### config.mk
export PLATFORM = sky130hd
export DESIGN_NAME = mmio_uart_tx
export DESIGN_NICKNAME = d
export VERILOG_FILES = /design/src/rtl/mmio_uart_tx.sv
export SDC_FILE = /design/constraint.sdc
export NUM_CORES = 1
export LEC_CHECK = 0
export BUFFER_PORTS_ARGS = -buffer_cell sky130_fd_sc_hd__buf_2
export CAP_MARGIN = 20
export CORE_UTILIZATION = 54
export DETAILED_ROUTE_END_ITERATION = 8
export PLACE_DENSITY = 0.8
export SLEW_MARGIN = 5
export SYNTH_ARGS = -nofsm -noshare
export SYNTH_HDL_FRONTEND = slang
export SYNTH_SLANG_ARGS = --single-unit
### constraint.sdc
create_clock -name clk -period 3.4 [get_ports clk]
set_clock_uncertainty 0.1 [all_clocks]
set_input_delay 0.17 -clock clk [delete_from_list [all_inputs] [get_ports clk]]
set_output_delay 0.17 -clock clk [all_outputs]
set_load 0.01 [all_outputs]
### src/rtl/mmio_uart_tx.sv
// Memory-mapped 8N1 UART transmitter: stores to TX_ADDR feed a byte FIFO drained by a serializer FSM.
// Status word {overflow, empty, full, busy} for the load-side read mux; stores to STAT_ADDR clear overflow.
module mmio_uart_tx #(
  parameter int unsigned CLKS_PER_BIT = 434,
  parameter int unsigned FIFO_DEPTH   = 8,
  parameter logic [31:0] TX_ADDR      = 32'h0000_0100,
  parameter logic [31:0] STAT_ADDR    = 32'h0000_0104
) (
  input  logic        clk,
  input  logic        reset,
  input  logic        MemWrite,
  input  logic [31:0] DataAdr,
  input  logic [31:0] WriteData,
  output logic [31:0] StatusData,
  output logic        tx,
  output logic        busy
);
  localparam int unsigned PTR_W  = $clog2(FIFO_DEPTH);
  localparam int unsigned CNT_W  = PTR_W + 1;
  localparam int unsigned BAUD_W = $clog2(CLKS_PER_BIT);

  typedef enum logic [1:0] {IDLE, START, DATA, STOP} state_t;

  state_t            state, state_nxt;
  logic [7:0]        mem [FIFO_DEPTH];
  logic [PTR_W-1:0]  wr_ptr, rd_ptr;
  logic [CNT_W-1:0]  count;
  logic              overflow;
  logic [BAUD_W-1:0] baud_cnt, baud_nxt;
  logic [2:0]        bit_cnt, bit_nxt;
  logic [7:0]        shift, shift_nxt;
  logic              tx_nxt;
  logic              baud_done, push_req, push_ok, pop, clr_ovf;
  logic              fifo_full, fifo_empty;
  logic              unused_wdata;

  assign unused_wdata = ^WriteData[31:8];

  assign fifo_full  = (count == CNT_W'(FIFO_DEPTH));
  assign fifo_empty = (count == '0);
  assign baud_done  = (baud_cnt == BAUD_W'(CLKS_PER_BIT - 1));
  assign push_req   = MemWrite && (DataAdr == TX_ADDR);
  // A pop in the same cycle frees the slot, so a push into a full FIFO still lands.
  assign push_ok    = push_req && (!fifo_full || pop);
  assign clr_ovf    = MemWrite && (DataAdr == STAT_ADDR) && WriteData[1];

  assign StatusData = {28'b0, overflow, fifo_empty, fifo_full, busy};

  // FIFO bookkeeping and sticky overflow flag.
  always_ff @(posedge clk) begin
    if (reset) begin
      wr_ptr   <= '0;
      rd_ptr   <= '0;
      count    <= '0;
      overflow <= 1'b0;
    end else begin
      if (push_ok) wr_ptr <= wr_ptr + PTR_W'(1);
      if (pop)     rd_ptr <= rd_ptr + PTR_W'(1);
      case ({push_ok, pop})
        2'b10:   count <= count + CNT_W'(1);
        2'b01:   count <= count - CNT_W'(1);
        default: count <= count;
      endcase
      if (push_req && !push_ok) overflow <= 1'b1;
      else if (clr_ovf)         overflow <= 1'b0;
    end
  end

  always_ff @(posedge clk) begin
    if (push_ok) mem[wr_ptr] <= WriteData[7:0];
  end

  // FSM state register plus serializer datapath registers.
  always_ff @(posedge clk) begin
    if (reset) begin
      state    <= IDLE;
      baud_cnt <= '0;
      bit_cnt  <= '0;
      shift    <= '0;
      tx       <= 1'b1;
      busy     <= 1'b0;
    end else begin
      state    <= state_nxt;
      baud_cnt <= baud_nxt;
      bit_cnt  <= bit_nxt;
      shift    <= shift_nxt;
      tx       <= tx_nxt;
      busy     <= (state_nxt != IDLE);
    end
  end

  // Next state; a pop happens from IDLE or on the last cycle of STOP.
  always_comb begin
    state_nxt = state;
    pop       = 1'b0;
    case (state)
      IDLE: begin
        if (!fifo_empty) begin
          pop       = 1'b1;
          state_nxt = START;
        end
      end
      START: if (baud_done) state_nxt = DATA;
      DATA:  if (baud_done && (bit_cnt == 3'd7)) state_nxt = STOP;
      STOP: begin
        if (baud_done) begin
          if (!fifo_empty) begin
            pop       = 1'b1;
            state_nxt = START;
          end else begin
            state_nxt = IDLE;
          end
        end
      end
      default: state_nxt = IDLE;
    endcase
  end

  // Datapath next values; tx is computed from the next state so the line flop switches on the entry edge.
  always_comb begin
    baud_nxt  = baud_done ? '0 : baud_cnt + BAUD_W'(1);
    bit_nxt   = bit_cnt;
    shift_nxt = shift;
    tx_nxt    = 1'b1;
    if (state == IDLE) baud_nxt = '0;
    if (pop) begin
      shift_nxt = mem[rd_ptr];
      bit_nxt   = '0;
      baud_nxt  = '0;
    end else if ((state == DATA) && baud_done) begin
      shift_nxt = shift >> 1;
      bit_nxt   = bit_cnt + 3'd1;
    end
    case (state_nxt)
      START:   tx_nxt = 1'b0;
      DATA:    tx_nxt = shift_nxt[0];
      default: tx_nxt = 1'b1;
    endcase
  end
endmodule

**Word level (Yosys, flattened, before mapping)**

Memories as Yosys holds them, arrays and structs flattened. A register that Yosys moved wholly into a read port is not among the register bits.
Index checks and enable logic that the tools add are counted.

- Register bits after elaboration: 35
- RAM bits: 64
- Input port bits: 67
- Output and inout port bits: 34
- Memories kept: 1

Memory list:

| memory | depth | bits a word | read ports | clocked after Yosys merged registers in | wr ports | RTL line | RTL |
|---|---|---|---|---|---|---|---|
| mem | 8 | 8 | 1 | 1 | 1 | 25 | `logic [7:0] mem [FIFO_DEPTH];` |

- $add $sub $neg: 6
- Equality and inequality tests: 12
- Mux-type cells: 19
- Reduce and logical (&&, ||, !) cells: 18

Operator list:

| cell | number |
|---|---|
| $eq A32 B9 Y1 const B | 2 |
| $mux W8 | 2 |
| $add A3 B1 Y3 const B | 3 |
| $add A9 B1 Y9 const B | 1 |
| $eq A9 B9 Y1 const B | 1 |
| $eq A2 B2 Y1 const B | 4 |
| $mux W2 | 4 |
| $pmux W2 S4 | 1 |
| $pmux W4 S2 | 1 |
| $reduce_bool A2 Y1 | 4 |
| $logic_and A1 B1 Y1 | 7 |
| $mux W1 | 7 |
| $eq A2 B1 Y1 const B | 3 |
| $mux W3 | 2 |
| $add A4 B1 Y4 const B | 1 |
| $eq A4 B4 Y1 const B | 1 |
| $logic_not A4 Y1 | 1 |
| $pmux W1 S2 | 2 |
| $reduce_or A4 Y1 | 1 |
| $sub A4 B1 Y4 const B | 1 |
| $eq A3 B3 Y1 const B | 1 |
| $logic_not A1 Y1 | 2 |
| $logic_not A2 Y1 | 1 |
| $reduce_or A2 Y1 | 1 |
| $logic_or A1 B1 Y1 | 1 |

**Depth between registers and ports, before layout**

- Word-level depth: 9
- Gate-level depth with buffers: 14
- Mapped depth without buffers: 13

**Worst setup path after synthesis**

OpenSTA, ideal clock, no wires.

- Path type: register to register
- From: reg state[0]
- To: reg count[3]
- Arrival: 2.633 ns
- Path slack: 0.543 ns
- Cell stages (with the launch flop): 13
- Path buffers: 0
- Period minus slack after synthesis: 2.857 ns
- Cells stage by stage: dfxtp_1 inv_1 ha_1 or2_2 nor2_2 nand2_1 inv_1 ha_1 a21o_1 a21o_1 o211a_1 mux2i_1 mux2_1

- Cells in the longest elaborated chain, start to end: 6
- Elaborated cells between the ends (all ways): 9

Ends and longest elaborated chain:

| element | RTL line | RTL |
|---|---|---|
| from (decl) | 24 | `state_t state, state_nxt;` |
| from (signal assigned) | 83 | `state <= state_nxt;` |
| $eq A2 B2 Y1 or $logic_not A2 Y1 (tied branches) | 96 | `case (state)` |
| $pmux W1 S2 * | 96 |  |
| $logic_or A1 B1 Y1 | 44 | `assign push_ok = push_req && (!fifo_full \|\| pop);` |
| $logic_and A1 B1 Y1 | 44 |  |
| $eq A2 B1 Y1 or $eq A2 B2 Y1 (tied branches) | 59 | `case ({push_ok, pop})` |
| $pmux W4 S2 or $reduce_bool A2 Y1 (tied branches) | n/a |  |
| to (signal assigned) | 60 | `2'b10: count <= count + CNT_W'(1);` |
| to (signal assigned) | 61 | `2'b01: count <= count - CNT_W'(1);` |
| to (signal assigned) | 62 | `default: count <= count;` |
| to (decl) | 27 | `logic [CNT_W-1:0] count;` |

Every way passes the cells marked *; elsewhere a longest branch is shown, timed or not.
A chain may end at the register's enable or synchronous reset.

**Worst setup path after layout**

- From: reg baud_cnt[1]
- To: reg count[3]

- Cells in the longest elaborated chain, start to end: 7
- Elaborated cells between the ends (all ways): 9

Ends and longest elaborated chain:

| element | RTL line | RTL |
|---|---|---|
| from (decl) | 29 | `logic [BAUD_W-1:0] baud_cnt, baud_nxt;` |
| from (signal assigned) | 84 | `baud_cnt <= baud_nxt;` |
| $eq A9 B9 Y1 * | 41 | `assign baud_done = (baud_cnt == BAUD_W'(CLKS_PER_BIT - 1));` |
| $mux W1 * | 106 | `if (baud_done) begin` |
| $pmux W1 S2 * | 96 |  |
| $logic_or A1 B1 Y1 | 44 |  |
| $logic_and A1 B1 Y1 | 44 |  |
| $eq A2 B1 Y1 or $eq A2 B2 Y1 (tied branches) | 59 |  |
| $pmux W4 S2 or $reduce_bool A2 Y1 (tied branches) | n/a |  |

Marks and branches as above.

==> results.json <==
{
  "status": "finished, final reports clean",
  "drive_gt1_share_pct": 24.8,
  "drc": 0,
  "combPwrFrac_pct": 22.6,
  "yosys_warnings": 0,
  "synth_most_common_cell": "edfxtp_1",
  "die_area_mm2": 0.00901,
  "grt_pass1_vias": 2837,
  "cts-buffers-inserted": 9,
  "synth_top_cell_by_area": "edfxtp_1",
  "fin_crit_sh_pct": 88.5,
  "max-vdd-ir-drop_uv": 374,
  "cts_resized": 0,
  "finalHoldViolations": 0,
  "crit_type": "reg -> reg",
  "seqPwrFrac_pct": 48.4,
  "power.leakage_uw": 0.00197,
  "antenna_found_initial": 0,
  "setup_ws_ns": 0.390,
  "rows": 33,
  "worst_pin_slew_ns": 0.750,
  "tritoncts": "built",
  "nets": 496,
  "ios": 101,
  "cp.arrival_ns": 3.17,
  "htreeDepth": 3,
  "max_freq_mhz": 332,
  "power.density_mw_per_mm2": 568,
  "avgSynthCellArea_um2": 13.2,
  "fillers": 608,
  "setup_violations": 0,
  "rsz0062_at_grt": "no",
  "ys_seq_area_share_pct": 57.5,
  "finalWorstPathRequiredPeriod_ns": 3.01,
  "postRouteAntennaNets": 0,
  "syn2layout_area_growth_pct": 12.7,
  "pre_cts_slack_ns": 0.179,
  "io_buffers": 48,
  "vias_per_cell": 5.59,
  "slew_viol_final": 0,
  "postSynth.asyncResetShare_pct": 0,
  "routed_wirelength_um": 8360,
  "grt_pass1_wl_um": 13600,
  "clk_pin_slew_worst_paths_ns": 0.10,
  "switching_share_pct": 28.6,
  "endpoint_kind": "register",
  "slew_headroom_pct": 50.0,
  "setup_tns_ns": 0,
  "synth_edf_count": 64,
  "ff_latch_area_mm2": 0.00268,
  "intPower_uw": 2130,
  "multi_input_area_mm2": 0.00175,
  "grt_util_all_layers_pct": 20.6,
  "ys_seq_elements": 102,
  "core-area_mm2": 0.00830,
  "yosys-top-cells-area": "edfxtp_1 (41%), dfxtp_1 (16%), mux4_2 (7.7%)",
  "clkLatencyLatePin_ns": 0.36,
  "antenna_cells": 0,
  "required_ns": 3.56,
  "postSynthCellCount": 353,
  "maxCapViolCount": 0,
  "layout.cells.non_filler": 525,
  "overflow": 0,
  "synth_ff_type": "edfxtp_1",
  "dr.pass1.iters": 4,
  "drtIter0Drc": 160,
  "clk_path_buf_depth": 2,
  "initial_utilization_pct": 56.2,
  "grt_max_degree": 33,
  "synth_cell_type_count": 53,
  "hold_path_class": "in -> reg",
  "dpl.hpwl_um": 5720,
  "dp_cells": 501,
  "power_frac_clock_pct": 29.0,
  "holdWs_ns": 0.115,
  "num_vias": 2933,
  "clock-root-buffer": "clkbuf_8",
  "synth_common_cells": "edfxtp_1 (64), dfxtp_1 (38), buf_4 (32), nor2_1 (27), mux4_2 (16)",
  "die_w_um": 94.9,
  "power_uw": 2990,
  "synth_top_cell_area_share_pct": 41.2,
  "synth_area_mm2": 0.00466,
  "wl_per_cell_um": 15.9,
  "cts_sinks": 102,
  "die_y_um": 94.9,
  "start_kind": "register",
  "power_switching_uw": 855,
  "gp_congestion": 0.791,
  "critPathMaxFanout": 9
}
sequential cells by signal, summed over array words and instances, names as in the netlist, named ones only:
name	flops
baud_cnt	9
bit_cnt	3
busy	1
count	4
mem	64
overflow	1
rd_ptr	3
shift	8
state	2
tx	1
wr_ptr	3
critical path: stages (launching register included):
cell and delay (ns):
dfxtp_1 0.39, inv_1 0.06, ha_1 0.17, and4b_1 0.28, a31oi_1 0.42, nor2_2 0.09
nand2_1 0.11, inv_1 0.07, ha_1 0.27, a21o_1 0.17, a21o_1 0.18, o211a_1 0.12
mux2i_1 0.14, mux2_1 0.32
logic make-up after synthesis:
kind of cell             after synthesis  share of synthesized area (%)
adder cells (fa/ha/maj)               14                           3.92
AO/OA/AOI/OAI                         41                           6.23
AND/OR/NAND/NOR                       98                           11.7
XOR/XNOR                              12                           2.25
multiplexers                          32                           11.3
other                                  1                         0.0804
buffers and inverters                 53                           7.00
flip-flops                           102                           57.5
worst paths after layout:
| path | cells past startpoint | startpoint | endpoint | slack [ns] |
|---|---|---|---|---|
| worst max-delay path | 13 | baud_cnt[1] | count[3] | 0.39 |
| worst min-delay path | 4 | DataAdr[2] | overflow | 0.12 |
| worst max register to register | 13 | baud_cnt[1] | count[3] | 0.39 |
| worst min register to register | 2 | shift[7] | shift[7] | 0.38 |
layout make-up:
type,instances,area share (%)
multi-input combinational,225,33.4
inverter,8,0.572
timing repair buffer,69,7.95
sequential,102,51.1
tap,105,2.50
clock buffer,9,2.36
clock inverter,7,2.17
through the flow:
step	util, %	cell area [um^2]
6_report	63.3	5250
5_1_grt	63.3	5250
3_3_place_gp	59.5	4940
4_1_cts	63.3	5250
3_5_place_dp	59.5	4940
2_1_floorplan	-	4760
power groups by stage:
stage               clock, uW  sequential [uW]  combinational, uW
global route              929             1460                757
global placement            0             1470                638
detailed placement          0             1480                661
floorplan                   0             1450                547
CTS                       888             1450                676
finish                    867             1450                673
placed cells by master, fill, tap and decap left out, types with 5 or more instances in the layout:
| cell type | count |
|---|---|
| edfxtp_1 | 64 |
| buf_2 | 48 |
| dfxtp_1 | 38 |
| conb_1 | 28 |
| nor2_1 | 27 |
| mux4_2 | 16 |
| nand2_1 | 14 |
| a211oi_1 | 13 |
| ha_1 | 13 |
| buf_4 | 13 |
| mux2i_1 | 12 |
| nor3_1 | 10 |
| nand3_1 | 10 |
| a21oi_1 | 9 |
| clkbuf_8 | 9 |
| inv_1 | 8 |
| nor2b_1 | 8 |
| dlygate4sd3_1 | 8 |
| xor2_1 | 7 |
| nor4_1 | 5 |
| xnor2_1 | 5 |
metal layers:
metal  GRT usage [%]  up-vias  wire length (um)
met5               0        -                 0
met2            36.9       86              4390
met3            3.70       22               301
met1            23.8     1438              3440
li1                -     1387                 -
met4            9.34        0               226
repair_timing:
item                                   CTS  global route
hold buffers                             8             0
endpoints found under the hold margin   63             0
setup buffers                            0             0
Power figures use the tool's default switching activity.
